<file path="config.mk">
export PLATFORM = sky130hd
export DESIGN_NAME = fifo_uart_tx
export DESIGN_NICKNAME = d
export VERILOG_FILES = /design/src/rtl/fifo_uart_pkg.sv /design/src/rtl/uart_baud_counter.sv /design/src/rtl/fifo_uart_tx.sv
export SDC_FILE = /design/constraint.sdc
export NUM_CORES = 1
export LEC_CHECK = 0
export BUFFER_PORTS_ARGS = -buffer_cell sky130_fd_sc_hd__buf_4
export CORE_MARGIN = 5
export CORE_UTILIZATION = 58
export CTS_CLUSTER_DIAMETER = 200
export DETAILED_ROUTE_END_ITERATION = 10
export MAX_ROUTING_LAYER = met4
export PLACE_DENSITY = 0.8
export SYNTH_ARGS = -nofsm -noshare
export SYNTH_HDL_FRONTEND = slang
export SYNTH_SLANG_ARGS = --single-unit
</file>
<file path="constraint.sdc">
create_clock -name clk -period 3.1 [get_ports clk]
set_input_delay 0.31 -clock clk [delete_from_list [all_inputs] [get_ports clk]]
set_output_delay 0.31 -clock clk [all_outputs]
set_load 0.01 [all_outputs]
</file>
<file path="src/rtl/fifo_uart_pkg.sv">
// fifo_uart_pkg
// Shared types and line-level constants for the FIFO-draining UART
// transmitter. Imported by fifo_uart_tx.
//   tx_state_t : transmitter FSM states
//   LINE_IDLE  : level of the serial line when nothing is being sent
//   START_LVL  : level of the start bit
//   STOP_LVL   : level of the stop bit
package fifo_uart_pkg;

  typedef enum logic [2:0] {
    IDLE,
    FETCH,
    LOAD,
    START,
    DATA,
    STOP
  } tx_state_t;

  localparam logic LINE_IDLE = 1'b1;
  localparam logic START_LVL = 1'b0;
  localparam logic STOP_LVL  = 1'b1;

endpackage

</file>
<file path="src/rtl/uart_baud_counter.sv">
// uart_baud_counter
// Divides clk down to serial bit periods. Counts 0..CLKS_PER_BIT-1 and
// wraps to 0 at the end of every bit period.
// Ports:
//   clk     : rising-edge clock
//   reset   : asynchronous, active-high
//   clear   : synchronous restart of the count at 0 (held while no frame runs)
//   bit_end : high in the last cycle of each bit period
module uart_baud_counter #(
  parameter int CLKS_PER_BIT = 16
) (
  input  logic clk,
  input  logic reset,
  input  logic clear,
  output logic bit_end
);

  localparam int CNT_W = (CLKS_PER_BIT > 1) ? $clog2(CLKS_PER_BIT) : 1;
  localparam logic [CNT_W-1:0] LAST = CNT_W'(CLKS_PER_BIT - 1);

  logic [CNT_W-1:0] cnt;

  // Free-running bit-period counter; clear forces the first cycle of the
  // next bit period so a frame always starts on a full-length start bit.
  always_ff @(posedge clk or posedge reset) begin
    if (reset) begin
      cnt <= '0;
    end else if (clear || (cnt == LAST)) begin
      cnt <= '0;
    end else begin
      cnt <= cnt + CNT_W'(1);
    end
  end

  // Decoded from the registered count, so it is glitch-free relative to clk.
  assign bit_end = (cnt == LAST);

endmodule

</file>
<file path="src/rtl/fifo_uart_tx.sv">
// fifo_uart_tx
// Drains a byte FIFO onto an 8N1 serial line. Whenever the FIFO is
// non-empty one byte is popped and sent as start bit, DATA_WIDTH data bits
// LSB first, stop bit. Frames run back-to-back while data remains, with
// exactly two idle-high cycles (FETCH, LOAD) between them.
// Parameters:
//   DATA_WIDTH   : byte width, must match the FIFO data width
//   CLKS_PER_BIT : clk cycles per serial bit, must be >= 2
// Ports:
//   clk     : rising-edge clock
//   reset   : asynchronous, active-high, shared with the FIFO
//   empty   : FIFO empty flag
//   data_in : FIFO data_out, valid the cycle after rd was sampled
//   rd      : FIFO read strobe, one cycle per byte
//   tx      : serial line, idles high
//   busy    : high whenever the FSM is not in IDLE
//   done    : one-cycle pulse in the last cycle of each stop bit
module fifo_uart_tx
  import fifo_uart_pkg::*;
#(
  parameter int DATA_WIDTH   = 8,
  parameter int CLKS_PER_BIT = 16
) (
  input  logic                  clk,
  input  logic                  reset,
  input  logic                  empty,
  input  logic [DATA_WIDTH-1:0] data_in,
  output logic                  rd,
  output logic                  tx,
  output logic                  busy,
  output logic                  done
);

  localparam int BIT_W = $clog2(DATA_WIDTH);
  localparam logic [BIT_W-1:0] LAST_BIT = BIT_W'(DATA_WIDTH - 1);

  tx_state_t             state;
  logic [DATA_WIDTH-1:0] shreg;
  logic [BIT_W-1:0]      bit_cnt;
  logic                  bit_end;
  logic                  baud_clear;

  // The baud counter is held at 0 outside START/DATA/STOP so the start bit
  // always lasts a full CLKS_PER_BIT cycles after LOAD.
  assign baud_clear = (state == IDLE) || (state == FETCH) || (state == LOAD);

  uart_baud_counter #(
    .CLKS_PER_BIT(CLKS_PER_BIT)
  ) u_baud (
    .clk    (clk),
    .reset  (reset),
    .clear  (baud_clear),
    .bit_end(bit_end)
  );

  // done is a decode of the registered state and registered baud count, so
  // it lands exactly in the final stop-bit cycle without a look-ahead term.
  assign done = (state == STOP) && bit_end;

  // Transmit FSM. tx, rd and busy are registered alongside the state: each
  // transition loads the value the output must show in the new state, so no
  // output ever depends combinationally on empty. empty is only looked at in
  // IDLE and on the final stop-bit cycle; rd is therefore only raised after
  // a sample that saw the FIFO non-empty.
  always_ff @(posedge clk or posedge reset) begin
    if (reset) begin
      state   <= IDLE;
      tx      <= LINE_IDLE;
      rd      <= 1'b0;
      busy    <= 1'b0;
      shreg   <= '0;
      bit_cnt <= '0;
    end else begin
      rd <= 1'b0;
      case (state)
        IDLE: begin
          tx <= LINE_IDLE;
          if (!empty) begin
            state <= FETCH;
            rd    <= 1'b1;
            busy  <= 1'b1;
          end
        end
        FETCH: begin
          state <= LOAD;
        end
        LOAD: begin
          shreg   <= data_in;
          bit_cnt <= '0;
          tx      <= START_LVL;
          state   <= START;
        end
        START: begin
          if (bit_end) begin
            tx    <= shreg[0];
            state <= DATA;
          end
        end
        DATA: begin
          if (bit_end) begin
            shreg   <= shreg >> 1;
            bit_cnt <= bit_cnt + BIT_W'(1);
            if (bit_cnt == LAST_BIT) begin
              tx    <= STOP_LVL;
              state <= STOP;
            end else begin
              tx <= shreg[1];
            end
          end
        end
        STOP: begin
          if (bit_end) begin
            if (!empty) begin
              state <= FETCH;
              rd    <= 1'b1;
            end else begin
              state <= IDLE;
              busy  <= 1'b0;
            end
          end
        end
        default: begin
          state <= IDLE;
          tx    <= LINE_IDLE;
          busy  <= 1'b0;
        end
      endcase
    end
  end

endmodule

</file>
-- Yosys cells after proc, flatten, opt, wreduce, memory -nomap -nowiden
Index checks and enable logic that the tools add are counted.
W data, S select, Z words.
- flip-flop bits (word level): 21
- input bits: 11
- output and inout bits: 4
- word-level logic and storage cells: 59
- add/sub/neg operators: 2
- equality and inequality tests: 13
- muxes and demuxes: 23
- bitwise operators: 2
- reductions and logical operators: 12
- operator list (kind ; number):
    $mux W3 ; 6
    $pmux W3 S6 ; 1
    $pmux W8 S2 ; 1
    $ne A2 B2 Y1 const B ; 6
    $eq A3 B3 Y1 const B ; 3
    $mux W1 ; 9
    $mux W8 ; 1
    $eq A3 B2 Y1 const B ; 2
    $pmux W3 S2 ; 1
    $reduce_and A5 Y1 ; 1
    $add A4 B1 Y4 const B ; 1
    $eq A4 B4 Y1 const B ; 1
    $mux W4 ; 1
    $pmux W1 S4 ; 1
    $reduce_and A4 Y1 ; 1
    $reduce_or A4 Y1 ; 1
    $add A3 B1 Y3 const B ; 1
    $eq A3 B1 Y1 const B ; 1
    $logic_not A3 Y1 ; 1
    $logic_or A1 B1 Y1 ; 3
    $pmux W1 S3 ; 1
    $reduce_and A3 Y1 ; 1
    $not A1 Y1 ; 2
    $pmux W1 S2 ; 1
    4 further kinds ; 4

-- Logic depth before layout (Yosys ltp)
Gate-level depths: netlist of run 1.
- depth in word-level cells: 5
- gate-level depth with buffers: 5
- depth with buffers taken out: 5

-- Hierarchy
Synthesis of run 1 repeated with hierarchy kept, for this count alone.
- cell total of the unflattened synthesis: 97
- area total of the unflattened synthesis: 1182.4 um2
- modules (own cells, without submodules) (module ; instances ; cells each ; area each (um2) ; seq. area each (um2)):
    fifo_uart_tx ; 1 ; 83 ; 1007.2 ; 426.7
    uart_baud_counter ; 1 ; 14 ; 175.2 ; 100.1

-- Worst setup path before layout of run 1
OpenSTA, ideal clock, no wires.
- kind: reg-to-reg
- start point: register state[0]
- end point: register shreg[0]
- setup time: 125 ps
- arrival time: 1472 ps
- required time: 2975 ps
- slack: 1503 ps
- stages on the path, launching flop included: 5
- buffers on the path: 1
- clock period less this slack: 1597 ps
- cell sequence: dfrtp_1 -> nor3b_2 -> buf_6 -> mux2_4 -> mux2_4
- word-level cells in the longest chain between the ends: 3
- elaborated cells on any way between the ends: 6
- those cells by class: eq/ne (3); mux (1); reduce/logical (2)
- ends and longest elaborated chain (what ; line ; source):
    start: declaration ; fifo_uart_tx.sv:37 ; tx_state_t state;
    start signal: assignment ; fifo_uart_tx.sv:67 ; state <= IDLE;
    start signal: assignment ; fifo_uart_tx.sv:79 ; state <= FETCH;
    start signal: assignment ; fifo_uart_tx.sv:85 ; state <= LOAD;
    $eq A3 B3 Y1 / $eq A3 B2 Y1 (equally long branches) ; fifo_uart_tx.sv:75 ; case (state)
    $ne A2 B2 Y1 (no source line) / $reduce_bool A2 Y1 (equally long branches) ; n/a ;
    $reduce_and A2 Y1 (no source line) ; n/a ;
    end signal: assignment ; fifo_uart_tx.sv:88 ; shreg <= data_in;
    end signal: assignment ; fifo_uart_tx.sv:101 ; shreg <= shreg >> 1;
    end: declaration ; fifo_uart_tx.sv:38 ; logic [DATA_WIDTH-1:0] shreg;
Parallel ways exist; a longest one is shown, timed or not.
A chain may end at the register's enable or synchronous reset.

-- Final worst setup path of run 1
- start point: register state[0]
- end point: output done
- word-level cells in the longest chain between the ends: 2
- ends and longest elaborated chain (what ; line ; source):
    $eq A3 B3 Y1 ; fifo_uart_tx.sv:58 ; assign done = (state == STOP) && bit_end;
    $logic_and A1 B1 Y1 ; fifo_uart_tx.sv:58 ;
    end: declaration ; fifo_uart_tx.sv:31 ; output logic done
No other way between the ends.

==> results_dict.tcl, run 1 <==
set metrics [dict create \
    p_sw_share_pct 21.4 \
    cts.sinks 21 \
    die_h_um 55.1 \
    design.die.area_mm2 0.00303 \
    grt_pass1_vias 771 \
    synth_top_area_share_pct 42.5 \
    rsz0062_at_grt "no" \
    arrival_ns 1.66 \
    ant_nets 0 \
    worstReg2RegStart "u_baud.cnt[0]" \
    regArea_um2 527 \
    post-route-period-util_pct 63.7 \
    grt-ovfl-total 0 \
    cts_hold_buffers 0 \
    num_rows 16 \
    synth_xor_area_share_pct 1.49 \
    netlist_area_mm2 0.00118 \
    coreArea_mm2 0.00194 \
    slowest_delay_ns 0.68 \
    pwr_density_cell_mw_per_mm2 335 \
    cts_tree "built" \
    dr_total_vias 769 \
    yosysWarnings 0 \
    synth_ff_type "dfrtp_1" \
    cts_root_buffer "clkbuf_4" \
    cp_max_fo 15 \
    post_route_cells_drive_above_1_share_pct 33.9 \
    startpoint "state[0]" \
    synth_simple_gate_area_share_pct 13.3 \
    crit_required_ns 2.79 \
    fin_crit_ns 1.97 \
    insertedDiodeCount 0 \
    yosysTopAreaCell "dfrtp_1" \
    cts_resized 0 \
    status "finished clean" \
    worst_slack_ns 1.13 \
    initial_utilization_pct 60.7 \
    ys_seq_elements 21 \
    clkTransAtPathRegs_ns 0.12 \
    die_w_um 55.1 \
    cts_buffers 3 \
    fin_setup_tns_ns 0 \
    path_cells "and4_1 > nor2b_1 > buf_4" \
    synth.area.top_cells "dfrtp_1 (42%), mux2_4 (18%), ha_1 (3.2%)" \
    wire_per_inst_um 14.5 \
    nets 127 \
    finalMaxSlewViolations 0 \
    fmax_mhz 507 \
    drtIter0Drc 9 \
    antenna_found_initial 0 \
    synthArstFlopShare_pct 100 \
    worstSetupPathType "reg2out" \
    fill_cells 159 \
    leakage_nw 0.664 \
    fin_skew_ns 0.00397 \
    gp_congestion 0.800 \
    setup_viol 0 \
    combPwrFrac_pct 6.9 \
    grt_max_degree 22 \
    tightest_slew_ns 0.758 \
    seq_area_frac_synth_pct 44.7 \
    ir_drop_v 0.000219 \
    routed_wl_um 2020 \
    finalPower_w 0.000440 \
    muxShareOfSynthArea_pct 20.4 \
    multiInputGateArea_um2 594 \
    area_growth_pct 11.5 \
    cp_slowest_cell "dfrtp_1" \
    port-buffer-count 14 \
    p_int_w 0.000346 \
    seqPwrFrac_pct 64.0 \
    synth_top_family_by_area "multiplexers" \
    drt_pass1_iterations 4 \
    dp.cells 135 \
    cts_max_level 1 \
    synth_top_cells_by_count "dfrtp_1 (20), mux2_4 (14), a21oi_1 (5), inv_1 (5)" \
    synthesis.nets 113 \
    end_kind "primary output" \
    cts.path.max_buffers 2 \
    yosysMostFrequentCell "dfrtp_1" \
    place_ws_ns 1.28 \
    ioPinCount 15 \
    p_clk_share_pct 29.0 \
    relSlewSlack_pct 49.4 \
    synthesis.instances 99 \
    syn_area_per_cell_um2 11.9 \
    whs_ns 0.142 \
    post-dp-hpwl_um 1560 \
    fin_cells 139 \
    switchingPower_w 0.0000941 \
    max_cap_viol_count 0 \
    synth-edff-count 0 \
    cp-start-kind "flop" \
    synth_cell_type_count 35 \
    grt_usage_pct 16.7 \
    synth_compound_area_share_pct 12.1 \
    hold_viol_final 0 \
    drc 0 \
    grt_pass1_wl_um 3500 \
    synth_adder_area_share_pct 3.18 \
    min_path_type "in2async" \
    clkLatencyLatePin_ns 0.29 \
    vias_per_cell 5.53 \
    postCtsSetupBuffers 0 \
]
-- metal layers --
layer  track usage, %  routed length, um  up-vias
met5                -                  0        -
met4             3.64                  9        0
met3             2.41                 56        2
met2             29.1               1060       10
met1             20.6                890      379
li1                 -                  -      378
-- sequential cells by signal, summed over array words and instances (netlist names) --
signal and count:
rd 1, tx 1, busy 1, u_baud.cnt 4, shreg 8, state 3, bit_cnt 3
-- cells in the final DEF (no fill, tap or decap) --
master / Yosys / final
o32a_1: 1 / 1
and3_1: 1 / 1
nor2b_1: 4 / 4
o32ai_1: 1 / 1
dfstp_2: 1 / 1
inv_1: 5 / 5
o22ai_1: 1 / 1
a211o_1: 1 / 1
nand4b_1: 1 / 1
nor2_1: 4 / 4
nand3_1: 2 / 2
a21bo_2: 1 / 1
and4_1: 1 / 1
nor3b_1: 1 / 1
or3_1: 1 / 1
a22oi_1: 1 / 1
xnor2_1: 1 / 1
o21ai_0: 3 / 3
a21oi_1: 5 / 5
a31o_2: 1 / 1
clkbuf_4: 0 / 3
nand2b_1: 3 / 3
mux2_4: 14 / 14
nand2_1: 3 / 3
dfrtp_1: 20 / 20
ha_1: 3 / 3
a211oi_1: 2 / 2
nor3_1: 4 / 4
nor3b_2: 1 / 1
mux2i_1: 3 / 3
xor2_1: 1 / 1
o2bb2ai_4: 1 / 1
clkinv_2: 0 / 1
nand4_1: 1 / 1
buf_4: 0 / 15
-- kinds of logic (layout without fill, tap and decap cells) --
group | Yosys count | after routing
and+or+nand+nor | 27 | 27
DFF | 21 | 21
AOI/OAI and AO/OA | 18 | 18
muxes | 17 | 17
buffers and inverters | 11 | 24
adders and majority gates | 3 | 3
xor gates and xnor gates | 2 | 2
-- final cells by class --
type | instances | share of cell area [%]
clock buffers | 3 | 1.71
repair buffers | 15 | 8.57
well taps | 27 | 2.57
multi-input cells | 67 | 45.2
clock inverters | 1 | 0.381
inverters | 5 | 1.43
flip-flops and latches | 21 | 40.1
-- critical path: cells and delay by family (launching register included) --
| kind | cells | cell delay [ns] |
|---|---|---|
| flops | 1 | 0.68 |
| simple gates | 2 | 0.56 |
| buf+inv | 1 | 0.13 |
-- stage by stage --
stage	instance area, um^2	util (%)
2_1_floorplan	1180	-
3_3_place_gp	1290	66.2
3_5_place_dp	1290	66.2
4_1_cts	1310	67.7
5_1_grt	1310	67.7
6_report	1310	67.7
-- final timing paths --
path	depth (start not counted)	slack, ns	endpoint
worst max-delay path	3	1.13	done
worst min-delay path	2	0.14	shreg[6]
worst max register to register	4	1.25	shreg[4]
worst min register to register	1	0.49	u_baud.cnt[0]
max in group asynchronous	2	2.49	state[2]
min in group clk	2	0.20	rd
-- power by group through the flow --
stage	logic, W	clock network, W	registers [W]
floorplan	0.0000169	0	0.000286
global placement	0.0000302	0	0.000287
detailed placement	0.0000315	0	0.000287
CTS	0.0000314	0.000131	0.000282
global route	0.0000339	0.000142	0.000283
finish	0.0000305	0.000128	0.000282
Power figures use the tool's default switching activity.
==> inputs of run 2 (changes only) <==
--- a/config.mk
+++ b/config.mk
@@ -5,13 +5,14 @@
 export SDC_FILE = /design/constraint.sdc
 export NUM_CORES = 1
 export LEC_CHECK = 0
+export ABC_AREA = 1
 export BUFFER_PORTS_ARGS = -buffer_cell sky130_fd_sc_hd__buf_4
 export CORE_MARGIN = 5
-export CORE_UTILIZATION = 58
+export CORE_UTILIZATION = 56
 export CTS_CLUSTER_DIAMETER = 200
 export DETAILED_ROUTE_END_ITERATION = 10
 export MAX_ROUTING_LAYER = met4
-export PLACE_DENSITY = 0.8
+export PLACE_DENSITY = 0.78
 export SYNTH_ARGS = -nofsm -noshare
 export SYNTH_HDL_FRONTEND = slang
 export SYNTH_SLANG_ARGS = --single-unit
==> constraint.sdc (replaced) <==
create_clock -name clk -period 2.05 [get_ports clk]
set_input_delay 0.205 -clock clk [delete_from_list [all_inputs] [get_ports clk]]
set_output_delay 0.205 -clock clk [all_outputs]
set_load 0.01 [all_outputs]
==> run 2 against run 1 <==
Worst hold slack got worse by 0.098 ns. Power increased to 3.3 times the previous value. Clock power increased by 51%. Highest routed layer unchanged.
==> results_dict.tcl, run 2 <==
set metrics [dict create \
    status "finished clean" \
    worstSetupPathType "reg2out" \
    synthesis.nets 152 \
    clkTransAtPathRegs_ns 0.11 \
    dr_total_vias 894 \
    routed_wl_um 2020 \
    seq_area_frac_synth_pct 44.6 \
    synth_top_area_share_pct 42.3 \
    fmax_mhz 543 \
    synth_compound_area_share_pct 10.2 \
    setup_viol 0 \
    fin_cells 180 \
    grt_usage_pct 15.1 \
    ant_nets 0 \
    grt_pass1_wl_um 3740 \
    insertedDiodeCount 0 \
    pwr_density_cell_mw_per_mm2 1130 \
    gp_congestion 0.922 \
    initial_utilization_pct 59.7 \
    reg_top3 "shreg (8), u_baud.cnt (4)" \
    cts_max_level 1 \
    arrival_ns 1.64 \
    final_cell_mix "nand2_1 (42), dfrtp_1 (20), inv_1 (14), buf_4 (14), nand3_1 (13)" \
    num_rows 16 \
    synth_top_cells_by_count "nand2_1 (42), dfrtp_1 (20), inv_1 (14), nand3_1 (13), nor2_1 (8)" \
    yosysTopAreaCell "dfrtp_1" \
    synth_adder_area_share_pct 3.17 \
    ioPinCount 15 \
    cp_max_fo 6 \
    synthesis.instances 138 \
    netlist_area_mm2 0.00118 \
    cts_resized 0 \
    port-buffer-count 14 \
    drc 0 \
    synth_simple_gate_area_share_pct 31.6 \
    clkLatencyLatePin_ns 0.30 \
    regMostFlops "shreg" \
    crit_required_ns 1.85 \
    design.die.area_mm2 0.00313 \
    postCtsSetupBuffers 0 \
    hold_viol_final 0 \
    fin_setup_tns_ns 0 \
    placed_area_mm2 0.00128 \
    fin_skew_ns 0.00531 \
    relSlewSlack_pct 47.8 \
    vias_per_cell 4.97 \
    synth_cell_type_count 26 \
    post-route-period-util_pct 89.8 \
    grt_max_degree 22 \
    synth_xor_area_share_pct 0.741 \
    largest_reg_flops 8 \
    cts_root_buffer "clkbuf_4" \
    drtIter0Drc 25 \
    whs_ns 0.0439 \
    cts_buffers 3 \
    nets 168 \
    rsz0062_at_grt "no" \
    syn_area_per_cell_um2 8.57 \
    cts_tree "built" \
    grt-ovfl-total 0 \
    cts_hold_buffers 0 \
    yosysMostFrequentCell "nand2_1" \
    tightest_slew_ns 0.782 \
    die_h_um 56.0 \
    synth_ff_type "dfrtp_1" \
    dp.cells 176 \
    finalMaxSlewViolations 0 \
    fill_cells 159 \
    area_growth_pct 10.7 \
    leakage_nw 0.700 \
    fin_crit_ns 1.84 \
    cts.sinks 21 \
    min_path_type "in2async" \
    yosysWarnings 0 \
    wire_per_inst_um 11.2 \
    finalInstanceArea_mm2 0.00131 \
    cts.path.max_buffers 2 \
    ir_drop_v 0.000839 \
    synth.area.top_cells "dfrtp_1 (42%), nand2_1 (13%), nand3_1 (5.5%)" \
    synthArstFlopShare_pct 100 \
    synth-edff-count 0 \
    ys_seq_elements 21 \
    coreArea_mm2 0.00198 \
    synth_top_family_by_area "simple AND/OR/NAND/NOR gates" \
    muxShareOfSynthArea_pct 0 \
    post-dp-hpwl_um 1600 \
    drt_pass1_iterations 5 \
    max_cap_viol_count 0 \
    antenna_found_initial 0 \
    cp-start-kind "flop" \
    post_route_cells_drive_above_1_share_pct 24.2 \
    die_w_um 56.0 \
    final_common_cell "nand2_1" \
    grt_pass1_vias 875 \
    end_kind "primary output" \
]
[run 2: cell count changes after synthesis, sizes merged, moves of 5 or more]
cell and change:
o21ai +12, nand2 +42, mux2 -14, inv +14, nand3 +12, nor2 +6
a21oi -5
[run 2: report_power, final]
part           leakage (nW)  internal (W)  switching (W)  total (W)
Combinational         0.422      0.000236       0.000389   0.000624
Clock                0.0150     0.0000758       0.000117   0.000193
Sequential            0.264      0.000551       0.000104   0.000656
Total                 0.700      0.000863       0.000610    0.00147
[run 2: final cells by class]
type	instances	area (um^2)	share of cell area [%]
Sequential cell	21	527	40.2
Multi-Input combinational cell	95	541	41.3
Clock buffer	4	26.3	2.01
Timing Repair Buffer	14	105	8.03
Tap cell	27	33.8	2.58
Inverter	19	76.3	5.83
[run 2: cell families after synthesis]
group	count (synthesis)
flops	21
fa+ha+maj	3
xor+xnor	1
simple gates	74
compound gates	17
buf+inv	22
[run 2: per-layer routing]
metal | wire, um | part of all wire, % | GRT usage [%]
met1 | 938 | 46 | 18.4
met5 | 0 | 0 | -
met2 | 998 | 49 | 25.2
met3 | 73 | 3.6 | 2.55
met4 | 12 | 0.59 | 5.08
[run 2: through the flow]
step	utilization (%)	worst slack, ns	total power (W)
after detailed placement	64.7	0.527	0.00129
after CTS	66.0	0.175	0.00149
after global placement	64.7	0.524	0.00128
after floorplan	-	0.740	0.00122
final	66.0	0.209	0.00147
after global routing	66.0	0.0439	0.00160
[run 2: worst max-delay path: stages, from the launching register on]
cell and delay (ns):
dfrtp_1 0.39, ha_1 0.18, nand2_1 0.08, nor2_2 0.27
inv_1 0.13, nor2_1 0.15, buf_4 0.14
[run 2: final timing paths]
path / end / slack, ns / from / cells after the start
max: done / 0.21 / u_baud.cnt[0] / 6
min in group clk: shreg[7] / 0.15 / data_in[7] / 3
max reg2reg: state[0] / 0.51 / u_baud.cnt[0] / 8
max in group asynchronous: rd / 1.52 / reset / 2
min reg2reg: u_baud.cnt[0] / 0.47 / u_baud.cnt[0] / 1
min: state[2] / 0.04 / reset / 2
==> inputs of run 3 (changes only) <==
--- a/config.mk
+++ b/config.mk
@@ -12,7 +12,9 @@
 export CTS_CLUSTER_DIAMETER = 200
 export DETAILED_ROUTE_END_ITERATION = 10
 export MAX_ROUTING_LAYER = met4
-export PLACE_DENSITY = 0.78
+export PLACE_DENSITY = 0.77
+export REMOVE_ABC_BUFFERS = 1
 export SYNTH_ARGS = -nofsm -noshare
 export SYNTH_HDL_FRONTEND = slang
+export SYNTH_HIERARCHICAL = 1
 export SYNTH_SLANG_ARGS = --single-unit
==> run 3 against run 2 <==
Routed wire length is 11% higher. Worst hold slack better by 0.043 ns. Cell count is 6.7% higher. Fmax is 0.15% higher. Cell area is 7.4% higher. Critical path type unchanged. Critical path depth is 1 higher. Critical endpoint unchanged. Combinational power is 41% higher. Via count is 11% higher. Highest routed layer unchanged. Sequential power is 8.4% higher.
==> results_dict.tcl, run 3 <==
set metrics [dict create \
    status "finished clean" \
    dp.cells 187 \
    fin_setup_tns_ns 0 \
    min_path_type "in2reg" \
    yosysWarnings 6 \
    netlist_area_mm2 0.00126 \
    cts_max_level 1 \
    clkLatencyLatePin_ns 0.31 \
    antenna_found_initial 0 \
    synth-edff-count 0 \
    nets 179 \
    final_cell_mix "nand2_1 (36), inv_1 (20), dfrtp_1 (20)" \
    area_growth_pct 11.1 \
    synth_cell_type_count 27 \
    grt_pass1_vias 976 \
    postCtsSetupBuffers 0 \
    synthesis.instances 148 \
    post_route_cells_drive_above_1_share_pct 23.8 \
    p_sw_share_pct 44.7 \
    synth_top_cells_by_count "nand2_1 (36), dfrtp_1 (20), inv_1 (20), nand3_1 (14), nor2_1 (12)" \
    drc 0 \
    path_cells "ha_1 > nand2_2 > nor2_1 > buf_4 > inv_1 > nor2_1 > buf_4" \
    combPwrFrac_pct 49.0 \
    reg_top3 "shreg (8), u_baud/cnt (4)" \
    synth_ff_type "dfrtp_1" \
    relSlewSlack_pct 55.6 \
    design.die.area_mm2 0.00331 \
    cts.path.max_buffers 2 \
    seqPwrFrac_pct 39.7 \
    pwr_density_cell_mw_per_mm2 1280 \
    grt_pass1_wl_um 4030 \
    cts_buffers 3 \
    fin_cells 192 \
    die_h_um 57.5 \
    regMostFlops "shreg" \
    synth.area.top_cells "dfrtp_1 (40%), nand2_1 (11%), inv_1 (5.9%)" \
    p_int_w 0.000991 \
    cts.sinks 21 \
    cp_max_fo 5 \
    end_kind "primary output" \
    grt-ovfl-total 0 \
    routed_wl_um 2250 \
    hold_viol_final 0 \
    fmax_mhz 544 \
    drtIter0Drc 27 \
    seq_area_frac_synth_pct 41.6 \
    wire_per_inst_um 11.7 \
    final_common_cell "nand2_1" \
    rsz0062_at_grt "no" \
    setup_viol 0 \
    insertedDiodeCount 0 \
    whs_ns 0.0864 \
    finalMaxSlewViolations 0 \
    syn_area_per_cell_um2 8.55 \
    crit_required_ns 1.85 \
    tightest_slew_ns 0.666 \
    synth_top_area_share_pct 39.6 \
    max_cap_viol_count 0 \
    ir_drop_v 0.000733 \
    cts_resized 0 \
    clkTransAtPathRegs_ns 0.11 \
    cp_slowest_cell "dfrtp_1" \
    die_w_um 57.5 \
    port-buffer-count 14 \
    grt_max_degree 19 \
    slowest_delay_ns 0.43 \
    p_clk_share_pct 11.3 \
    arrival_ns 1.63 \
    yosysTopAreaCell "dfrtp_1" \
    ys_seq_elements 21 \
    ioPinCount 15 \
    vias_per_cell 5.15 \
    grt_usage_pct 16.1 \
    fill_cells 178 \
    cts_hold_buffers 1 \
    fin_skew_ns 0.00267 \
    post-dp-hpwl_um 1690 \
    cts_tree "built" \
    leakage_nw 0.729 \
    ant_nets 0 \
    post-route-period-util_pct 89.6 \
    finalInstanceArea_mm2 0.00141 \
    initial_utilization_pct 57.7 \
    switchingPower_w 0.000801 \
    drt_pass1_iterations 4 \
    placed_area_mm2 0.00137 \
    yosysMostFrequentCell "nand2_1" \
    synthArstFlopShare_pct 100 \
    largest_reg_flops 8 \
    fin_crit_ns 1.84 \
    cts_root_buffer "clkbuf_4" \
    final_util_pct 64.1 \
    num_rows 17 \
    gp_congestion 0.872 \
    worstSetupPathType "reg2out" \
    coreArea_mm2 0.00219 \
    cp-start-kind "flop" \
    dr_total_vias 989 \
]
run 3: cell types whose count changed after synthesis, moves of 2 or more:
cell | previous run | this run
o21ai_1 | 2 | 0
nand2_1 | 42 | 36
inv_2 | 4 | 1
inv_1 | 14 | 20
o21ai_0 | 6 | 11
nor2_1 | 8 | 12
run 3: per-stage QoR:
| step | total power (W) | setup slack, ns |
|---|---|---|
| after floorplan | 0.00140 | 0.433 |
| after global placement | 0.00157 | 0.561 |
| after detailed placement | 0.00161 | 0.476 |
| after CTS | 0.00182 | 0.199 |
| after global routing | 0.00196 | 0.132 |
| final | 0.00179 | 0.212 |
run 3: cell type report:
type,count,area [um^2],share of cell area [%]
inverter,22,87.6,6.23
timing repair buffer,16,123,8.73
clock buffer,4,26.3,1.87
sequential,21,527,37.5
multi-input combinational,101,607,43.2
tap,28,35.0,2.49
run 3: power by group through the flow:
stage               combinational (W)  sequential, W  clock, W
floorplan                    0.000699       0.000703         0
global placement             0.000858       0.000713         0
detailed placement           0.000884       0.000722         0
CTS                          0.000888       0.000712  0.000216
global route                 0.000994       0.000731  0.000234
finish                       0.000879       0.000711  0.000202
run 3: critical path, delay by kind of cell, from the launching register on:
| family | cells | cell delay, ns |
|---|---|---|
| buffers and inverters | 3 | 0.42 |
| adder cells (fa/ha/maj) | 1 | 0.25 |
| AND/OR/NAND/NOR | 3 | 0.22 |
| flip-flops | 1 | 0.43 |
run 3: worst paths after layout:
path                            slack, ns          start  cells after the start       endpoint
worst max-delay path                 0.21  u_baud/cnt[0]                      7           done
worst min-delay path                 0.09          empty                      2             rd
worst max register to register       0.45  u_baud/cnt[0]                     10       state[0]
worst min register to register       0.47             tx                      2             tx
max in group asynchronous            1.06          reset                      3             rd
min in group asynchronous            0.34          reset                      3  u_baud/cnt[1]
run 3: cell families (layout without fill, tap and decap cells):
family	count (synthesis)	count (layout)	share of synthesized area, %
DFF	21	21	41.6
buffers and inverters	26	42	10.4
AOI/OAI and AO/OA	22	22	12.4
and+or+nand+nor	76	76	32.6
adders and majority gates	3	3	2.97
run 3: per-layer routing:
| layer | vias to the layer above | GRT usage [%] | routed length [um] |
|---|---|---|---|
| li1 | 508 | - | - |
| met1 | 441 | 19.2 | 967 |
| met2 | 36 | 26.6 | 1110 |
| met3 | 4 | 2.04 | 134 |
| met4 | 0 | 7.95 | 38 |
| met5 | - | - | 0 |
